## src/rtl/multicycle_alu.sv

```systemverilog
// rtl/multicycle_alu.sv - sequential ALU: single-cycle ops plus iterative Booth multiply and signed restoring divide
module multicycle_alu #(
    parameter int W = 32
) (
    input  logic           clk,
    input  logic           clr,
    input  logic           start,
    input  logic [4:0]     opcode,
    input  logic [W-1:0]   y,
    input  logic [W-1:0]   b,
    output logic           busy,
    output logic           done,
    output logic [2*W-1:0] z,
    output logic           div_zero
);

    localparam int SW = $clog2(W);
    localparam int CW = $clog2(W) + 1;
    localparam logic [CW-1:0] LAST = CW'(W);

    localparam logic [4:0] OP_LOAD  = 5'b00000;
    localparam logic [4:0] OP_LOADI = 5'b00001;
    localparam logic [4:0] OP_STORE = 5'b00010;
    localparam logic [4:0] OP_ADD   = 5'b00011;
    localparam logic [4:0] OP_SUB   = 5'b00100;
    localparam logic [4:0] OP_AND   = 5'b00101;
    localparam logic [4:0] OP_OR    = 5'b00110;
    localparam logic [4:0] OP_SHR   = 5'b00111;
    localparam logic [4:0] OP_SHRA  = 5'b01000;
    localparam logic [4:0] OP_SHL   = 5'b01001;
    localparam logic [4:0] OP_ROR   = 5'b01010;
    localparam logic [4:0] OP_ROL   = 5'b01011;
    localparam logic [4:0] OP_ADDI  = 5'b01100;
    localparam logic [4:0] OP_ANDI  = 5'b01101;
    localparam logic [4:0] OP_ORI   = 5'b01110;
    localparam logic [4:0] OP_MUL   = 5'b01111;
    localparam logic [4:0] OP_DIV   = 5'b10000;
    localparam logic [4:0] OP_NEG   = 5'b10001;
    localparam logic [4:0] OP_NOT   = 5'b10010;

    typedef enum logic [2:0] {
        S_IDLE,
        S_EXEC,
        S_MUL,
        S_DIV,
        S_FIN
    } state_t;

    state_t state, state_nx;

    logic [4:0]    op_q;
    logic [W-1:0]  a_q;
    logic [W-1:0]  b_q;
    logic [W:0]    acc;
    logic [W-1:0]  qr;
    logic          qm1;
    logic [CW-1:0] cnt;
    logic          accept;

    assign accept = start && (state == S_IDLE);

    always_ff @(posedge clk or posedge clr) begin
        if (clr) begin
            state <= S_IDLE;
        end else begin
            state <= state_nx;
        end
    end

    // Divide by zero skips iteration and is resolved in EXEC like a single-cycle op.
    always_comb begin
        state_nx = state;
        case (state)
            S_IDLE: begin
                if (accept) begin
                    if (opcode == OP_MUL) begin
                        state_nx = S_MUL;
                    end else if (opcode == OP_DIV && b != '0) begin
                        state_nx = S_DIV;
                    end else begin
                        state_nx = S_EXEC;
                    end
                end
            end
            S_EXEC:       state_nx = S_IDLE;
            S_MUL, S_DIV: state_nx = (cnt == LAST) ? S_FIN : state;
            S_FIN:        state_nx = S_IDLE;
            default:      state_nx = S_IDLE;
        endcase
    end

    // The cnt==0 cycle of MUL/DIV is the operand setup cycle and is not reported as busy.
    always_comb begin
        busy = ((state == S_MUL || state == S_DIV) && cnt != '0) || (state == S_FIN);
    end

    logic [SW-1:0]  sh;
    logic [SW:0]    sh_inv;
    logic [W-1:0]   alu_res;
    logic [2*W-1:0] exec_z;

    assign sh     = b_q[SW-1:0];
    assign sh_inv = (SW+1)'(W) - {1'b0, sh};

    always_comb begin
        alu_res = '0;
        case (op_q)
            OP_LOAD, OP_LOADI, OP_STORE, OP_ADD, OP_ADDI: alu_res = a_q + b_q;
            OP_SUB:          alu_res = a_q - b_q;
            OP_AND, OP_ANDI: alu_res = a_q & b_q;
            OP_OR, OP_ORI:   alu_res = a_q | b_q;
            OP_SHR:          alu_res = a_q >> sh;
            OP_SHRA:         alu_res = $signed(a_q) >>> sh;
            OP_SHL:          alu_res = a_q << sh;
            OP_ROR:          alu_res = (a_q >> sh) | (a_q << sh_inv);
            OP_ROL:          alu_res = (a_q << sh) | (a_q >> sh_inv);
            OP_NEG:          alu_res = -b_q;
            OP_NOT:          alu_res = ~b_q;
            default:         alu_res = '0;
        endcase
        exec_z = (op_q == OP_DIV) ? {a_q, {W{1'b1}}} : {{W{1'b0}}, alu_res};
    end

    logic [W:0] m_ext;
    logic [W:0] booth_sum;

    always_comb begin
        m_ext = {a_q[W-1], a_q};
        case ({qr[0], qm1})
            2'b01:   booth_sum = acc + m_ext;
            2'b10:   booth_sum = acc - m_ext;
            default: booth_sum = acc;
        endcase
    end

    logic [W-1:0] dvd_mag;
    logic [W-1:0] dvs_mag;
    logic [W:0]   div_shift;
    logic [W:0]   div_diff;
    logic         div_ge;
    logic [W-1:0] quot;
    logic [W-1:0] rem;

    // Magnitudes are unsigned W-bit, so |MIN| still fits and MIN/-1 wraps naturally in the fixup.
    always_comb begin
        dvd_mag   = a_q[W-1] ? -a_q : a_q;
        dvs_mag   = b_q[W-1] ? -b_q : b_q;
        div_shift = {acc[W-1:0], qr[W-1]};
        div_diff  = div_shift - {1'b0, dvs_mag};
        div_ge    = div_shift >= {1'b0, dvs_mag};
        quot      = (a_q[W-1] ^ b_q[W-1]) ? -qr : qr;
        rem       = a_q[W-1] ? -acc[W-1:0] : acc[W-1:0];
    end

    always_ff @(posedge clk or posedge clr) begin
        if (clr) begin
            op_q     <= '0;
            a_q      <= '0;
            b_q      <= '0;
            acc      <= '0;
            qr       <= '0;
            qm1      <= 1'b0;
            cnt      <= '0;
            z        <= '0;
            done     <= 1'b0;
            div_zero <= 1'b0;
        end else begin
            done <= 1'b0;
            case (state)
                S_IDLE: begin
                    if (accept) begin
                        op_q     <= opcode;
                        a_q      <= y;
                        b_q      <= b;
                        cnt      <= '0;
                        div_zero <= 1'b0;
                    end
                end
                S_EXEC: begin
                    z        <= exec_z;
                    done     <= 1'b1;
                    div_zero <= (op_q == OP_DIV);
                end
                S_MUL: begin
                    if (cnt == '0) begin
                        acc <= '0;
                        qr  <= b_q;
                        qm1 <= 1'b0;
                    end else begin
                        acc <= {booth_sum[W], booth_sum[W:1]};
                        qr  <= {booth_sum[0], qr[W-1:1]};
                        qm1 <= qr[0];
                    end
                    cnt <= cnt + CW'(1);
                end
                S_DIV: begin
                    if (cnt == '0) begin
                        acc <= '0;
                        qr  <= dvd_mag;
                    end else begin
                        acc <= div_ge ? div_diff : div_shift;
                        qr  <= {qr[W-2:0], div_ge};
                    end
                    cnt <= cnt + CW'(1);
                end
                S_FIN: begin
                    z    <= (op_q == OP_MUL) ? {acc[W-1:0], qr} : {rem, quot};
                    done <= 1'b1;
                end
                default: ;
            endcase
        end
    end

endmodule

```

## config.mk

```make
export PLATFORM = sky130hd
export DESIGN_NAME = multicycle_alu
export DESIGN_NICKNAME = d
export VERILOG_FILES = /design/src/rtl/multicycle_alu.sv
export SDC_FILE = /design/constraint.sdc
export NUM_CORES = 2
export LEC_CHECK = 0
export ABC_CLOCK_PERIOD_IN_PS = 14400
export BUFFER_PORTS_ARGS = -buffer_cell sky130_fd_sc_hd__buf_2
export CAP_MARGIN = 20
export CORE_UTILIZATION = 48
export DETAILED_ROUTE_END_ITERATION = 10
export HOLD_SLACK_MARGIN = 0.03
export PLACE_DENSITY = 0.74
export SLEW_MARGIN = 5
export SYNTH_ARGS = -nofsm -noshare
export SYNTH_HDL_FRONTEND = slang
export SYNTH_SLANG_ARGS = --single-unit
```

## constraint.sdc

```tcl
create_clock -name clk -period 14.4 [get_ports clk]
set_input_delay 1.44 -clock clk [delete_from_list [all_inputs] [get_ports clk]]
set_output_delay 1.44 -clock clk [all_outputs]
set_load 0.02 [all_outputs]
```

# Word level (Yosys, flattened, before mapping)
# Cells that the tools add are included.
# totals
out_inout_bits	67
input_bits	72
regBits	210
wordCells	113
# classes
n_reduce_logical	23
magnitude_cmp	1
n_mux	27
n_bitwise	6
n_shift	5
n_eq_ne	29
add_sub_neg	11
# ops
op	count
$pmux 32 s11	1
$mux 32	6
$pmux 33 s2	2
$mux 64	2
$neg 32->32	4
$pmux 64 s2	1
$mux 33	3
$or 32x32->32	3
$pmux 32 s2	1
$eq 5x4->1 const B	9
$add 33x33->33	1
$ge 33x32->1	1
$sub 33x32->33	1
$sub 33x33->33	1
$add 32x32->32	1
$and 32x32->32	1
$not 32->32	1
$reduce_bool 32->1	1
$shl 32x5->32	1
$shl 32x6->32	1
$shr 32x5->32	1
$shr 32x6->32	1
$sshr 32x5->32	1
$sub 32x32->32	1
other kinds (32)	56

# Logic depth before layout (Yosys ltp)
# logic_depth
depth_word	6
depth_mapped	29
ltp_nobuf	21

# Least setup slack after synthesis
# No wires, ideal clock.
# synth_timing
path_kind	register to register
from	reg b_q[0]
to	reg z[30]
path_stages_with_launch	24
setup_slack_ns	8.256
required_ns	14.272
t_arrival_ns	6.016
path_buffers	9
period_less_slack_ns	6.144
setup_time_ns	0.128
path_cell_list	dfrtp_1 -> clkbuf_1 -> buf_2 -> buf_4 -> inv_1 -> buf_2 -> clkbuf_1 -> ha_1 -> clkbuf_1 -> clkbuf_1 -> buf_1 -> clkbuf_1 -> mux2i_1 -> fa_1 -> a211oi_1 -> nor4_1 -> o21ai_0 -> nand2_1 -> a211oi_1 -> o311ai_0 -> a2111oi_0 -> nor3_1 -> nor4b_1 -> nor2_1
# synth_via
elab_chain_cells	6
elab_cells_between_ends	14
classes_between	add/sub: 4; shift: 5; mux: 3; bitwise: 2
# synth_rtl
element	line_no	rtl
start, declared	53	logic [W-1:0] b_q;
start signal, assigned	159	b_q <= '0;
start signal, assigned	174	b_q <= b;
$sub 6x5->6	103	assign sh_inv = (SW+1)'(W) - {1'b0, sh};
$shr 32x6->32 / $shl 32x6->32 (equally long branches)	116, 115	
$or 32x32->32 (on tied branches)	116, 115	
$pmux 32 s11 (*)	107	case (op_q)
$mux 64 (*)	121	exec_z = (op_q == OP_DIV) ? {a_q, {W{1'b1}}} : {{W{1'b0}}, alu_res};
$pmux 64 s2 (*)	169	case (state)
end signal, assigned	180	z <= exec_z;
end signal, assigned	207	z <= (op_q == OP_MUL) ? {acc[W-1:0], qr} : {rem, quot};
end, declared	13	output logic [2*W-1:0] z,
# Every way passes the cells marked *; elsewhere a longest branch is shown, timed or not.
# A chain may end at the register's enable or synchronous reset.

# Worst setup path after layout
# layout_timing
from	reg b_q[1]
to	reg acc[4]
# layout_via
elab_chain_cells	6
elab_cells_between_ends	7
classes_between	add/sub: 2; order compare: 1; mux: 4
# layout_rtl
element	line_no	rtl
$neg 32->32	147	dvs_mag = b_q[W-1] ? -b_q : b_q;
$mux 32 (*)	147	
$sub 33x32->33 / $ge 33x32->1 (equally long branches)	149, 150	
$mux 33 (*)	201	acc <= div_ge ? div_diff : div_shift;
$mux 33 (*)	197	if (cnt == '0) begin
$pmux 33 s2 (*)	169	
end signal, assigned	190	acc <= {booth_sum[W], booth_sum[W:1]};
end signal, assigned	201	
end, declared	54	logic [W:0] acc;
# Marked as above.

==> results.toml <==
[outcome]
outcome = "complete, no violations"

[timing]
drv_slew = 0
fin_skew_ns = 0.0388
setup_viol = 0
fin_hold_ws_ns = 0.480
rsz0062_at_grt = "false"
finalCriticalPeriod_ns = 6.60
tightestPinTransition_ns = 1.23
tns_ns = 0
hold_viol = 0
slew_headroom_pct = 16.9
clock.fmax_mhz = 151
period_share_pct = 45.8

[yosys]
ys_types = 89
synth_area_leaders = "dfrtp_1 (19%), mux4_2 (6.5%), a21oi_1 (6.2%), nor2_1 (6.2%), nand2_1 (5.7%)"
synth_edf_count = 0
synth-seq-area-share_pct = 18.9
avgSynthCellArea_sq_um = 7.49
yosysMostFrequentCell = "nor2_1"
synth_area_leader_cell = "dfrtp_1"
yosysWarningCount = 0
syn_inst = 3706
synth_area_sq_um = 27800
syn_nets = 3890
ys.flop_type = "dfrtp_1"
ys_seq_elements = 210
netlist.area_leader.share_pct = 18.9
async_flop_share_pct = 100
synth_commonest_cells = "nor2_1 (457), nand2_1 (420), a21oi_1 (345), o21ai_0 (285), clkbuf_1 (282)"

[layout]
layout-area-overhead-vs-synth_pct = 7.66
nNetsFinal = 3813
final_area_sq_um = 29900
drive_gt1_share_pct = 14.3

[setup_path]
cp_slowest_cell = "inv_1"
timing.critical_path.max_delay_family = "simple AND/OR/NAND/NOR gates"
critPathMaxStageDelay_ns = 0.67
critical_path_buf_inv_count = 4
cp.arrival_ns = 7.09
rrSetupSlack_ns = 7.80
path_cells = "inv_1, ha_4, or3b_2, nor3_4, nand3_2, inv_1, nand4_1, nand2b_1, o21ai_0, xor2_1, ha_1, and3_1, nand3_1, inv_1, o211a_1, nor3_1, o31a_1, buf_4, nor2_1, a21oi_1, a221oi_1, a21o_1"
cp.required_ns = 14.88
cp-end-kind = "flop"
critPathMaxFanout = 32
crit_path_start_kind = "flop"
crit_path_frequent_cell = "inv_1"
path_class = "flop to flop"

[placement]
dpl.hpwl_mm = 112
place.gp.congestion = 1.13
port_buffers = 138
placed_cell_area_sq_um = 29000

[floorplan]
core_sq_um = 56700
fp-row-count = 87
die_h_microns = 242
die-area_sq_um = 58800
die-width_microns = 242
io_pins = 139
start_util_pct = 48.9

[cts]
cts_htree_levels = 1
cts_made_buffers = 27
clk_path_buf_depth = 3
path_clk_slew_ns = 0.07
cts_tree = "done"
clkLatencyLatePin_ns = 0.59
cts_setup_buffers = 0
clock_sinks = 210
clk_root_buffer_cell = "clkbuf_16"
hold_buffers = 0
ctsResizeCount = 0

[grt]
overflow = 0
grt_pass1_wl_mm = 216
grt_pass1_vias = 29100
antenna_found_initial = 6
grt_max_degree = 85
track_usage_pct = 50.6

[routing]
drt-initial-drc-count = 4790
avgViaCountPerCell = 7.15
wl_per_cell_microns = 34.5
drt-total-wl_mm = 152
drc = 0
drt_pass1_iterations = 9
vias = 31500
antenna_left = 0

[flow_run]
drv_cap = 0

[min_path]
hold_class = "flop to flop"
[state kept, by name, indices dropped and copies added, names as in the netlist]
name and count:
cnt 6, done 1, div_zero 1, z 64, acc 33, qr 32
qm1 1, a_q 32, b_q 32, state 3, op_q 5
[area by class of cell]
class                      instances  area [sq um]
clock inverter                    17           173
fill                            5500         26800
antenna                            1          2.50
clock buffer                      31           711
tap                              756           946
inverter                          51           199
timing repair buffer             246          1510
multi-input combinational       3093         21100
sequential                       210          5270
[path summary, 6_finish.rpt]
path | startpoint | end | cells past startpoint
setup / recovery | b_q[1] | acc[4] | 22
hold reg to reg | z[13] | z[13] | 2
setup reg to reg | b_q[1] | acc[4] | 22
hold / removal | z[13] | z[13] | 2
min in group asynchronous | clr | z[55] | 2
max in group asynchronous | clr | op_q[1] | 3
[cells in the final DEF, fill, tap and decap left out, types with 37 or more instances in the layout]
master,instances
nor2_1,454
nand2_1,420
a21oi_1,345
o21ai_0,284
dfrtp_1,204
xnor2_1,154
buf_2,139
mux2i_1,128
xor2_1,124
ha_1,108
buf_4,104
mux2_2,82
mux4_2,80
nor3_1,78
nand3_1,58
a221oi_1,54
o211ai_1,51
a211oi_1,47
inv_1,45
a21o_1,41
o22ai_1,37
[layer usage]
metal	GRT usage, %	wire length [microns]	part of all wire, %	up-vias
met5	0	41	0.027	-
met4	38.8	15000	9.8	6
met3	16.2	19700	13	684
met2	74.9	63400	42	2507
met1	60.8	54100	36	14900
li1	-	-	-	13400
[per-stage QoR]
| stage | setup WS, ns | cells | utilization, % |
|---|---|---|---|
| floorplan | 7.22 | 3706 | - |
| global placement | 8.22 | 4350 | 51.0 |
| detailed placement | 8.12 | 4350 | 51.0 |
| CTS | 8.07 | 4398 | 52.6 |
| global route | 7.63 | 4404 | 52.7 |
| finish | 7.80 | 4405 | 52.7 |
[cells by family after synthesis]
kind of cell,share of synthesized area [%]
simple gates,20.4
compound gates,26.1
buf+inv,5.69
mux,14.8
xor+xnor,8.90
flops,18.9
fa+ha+maj,5.13
[tightest hold or removal path, stage by stage, from the launching register on]
cell and delay [ns]:
dfrtp_1 0.34, nand2_1 0.04, o21ai_0 0.06
Power is not shown: default switching activity piles up to over one toggle a cycle in this logic, so the estimate is an artifact.
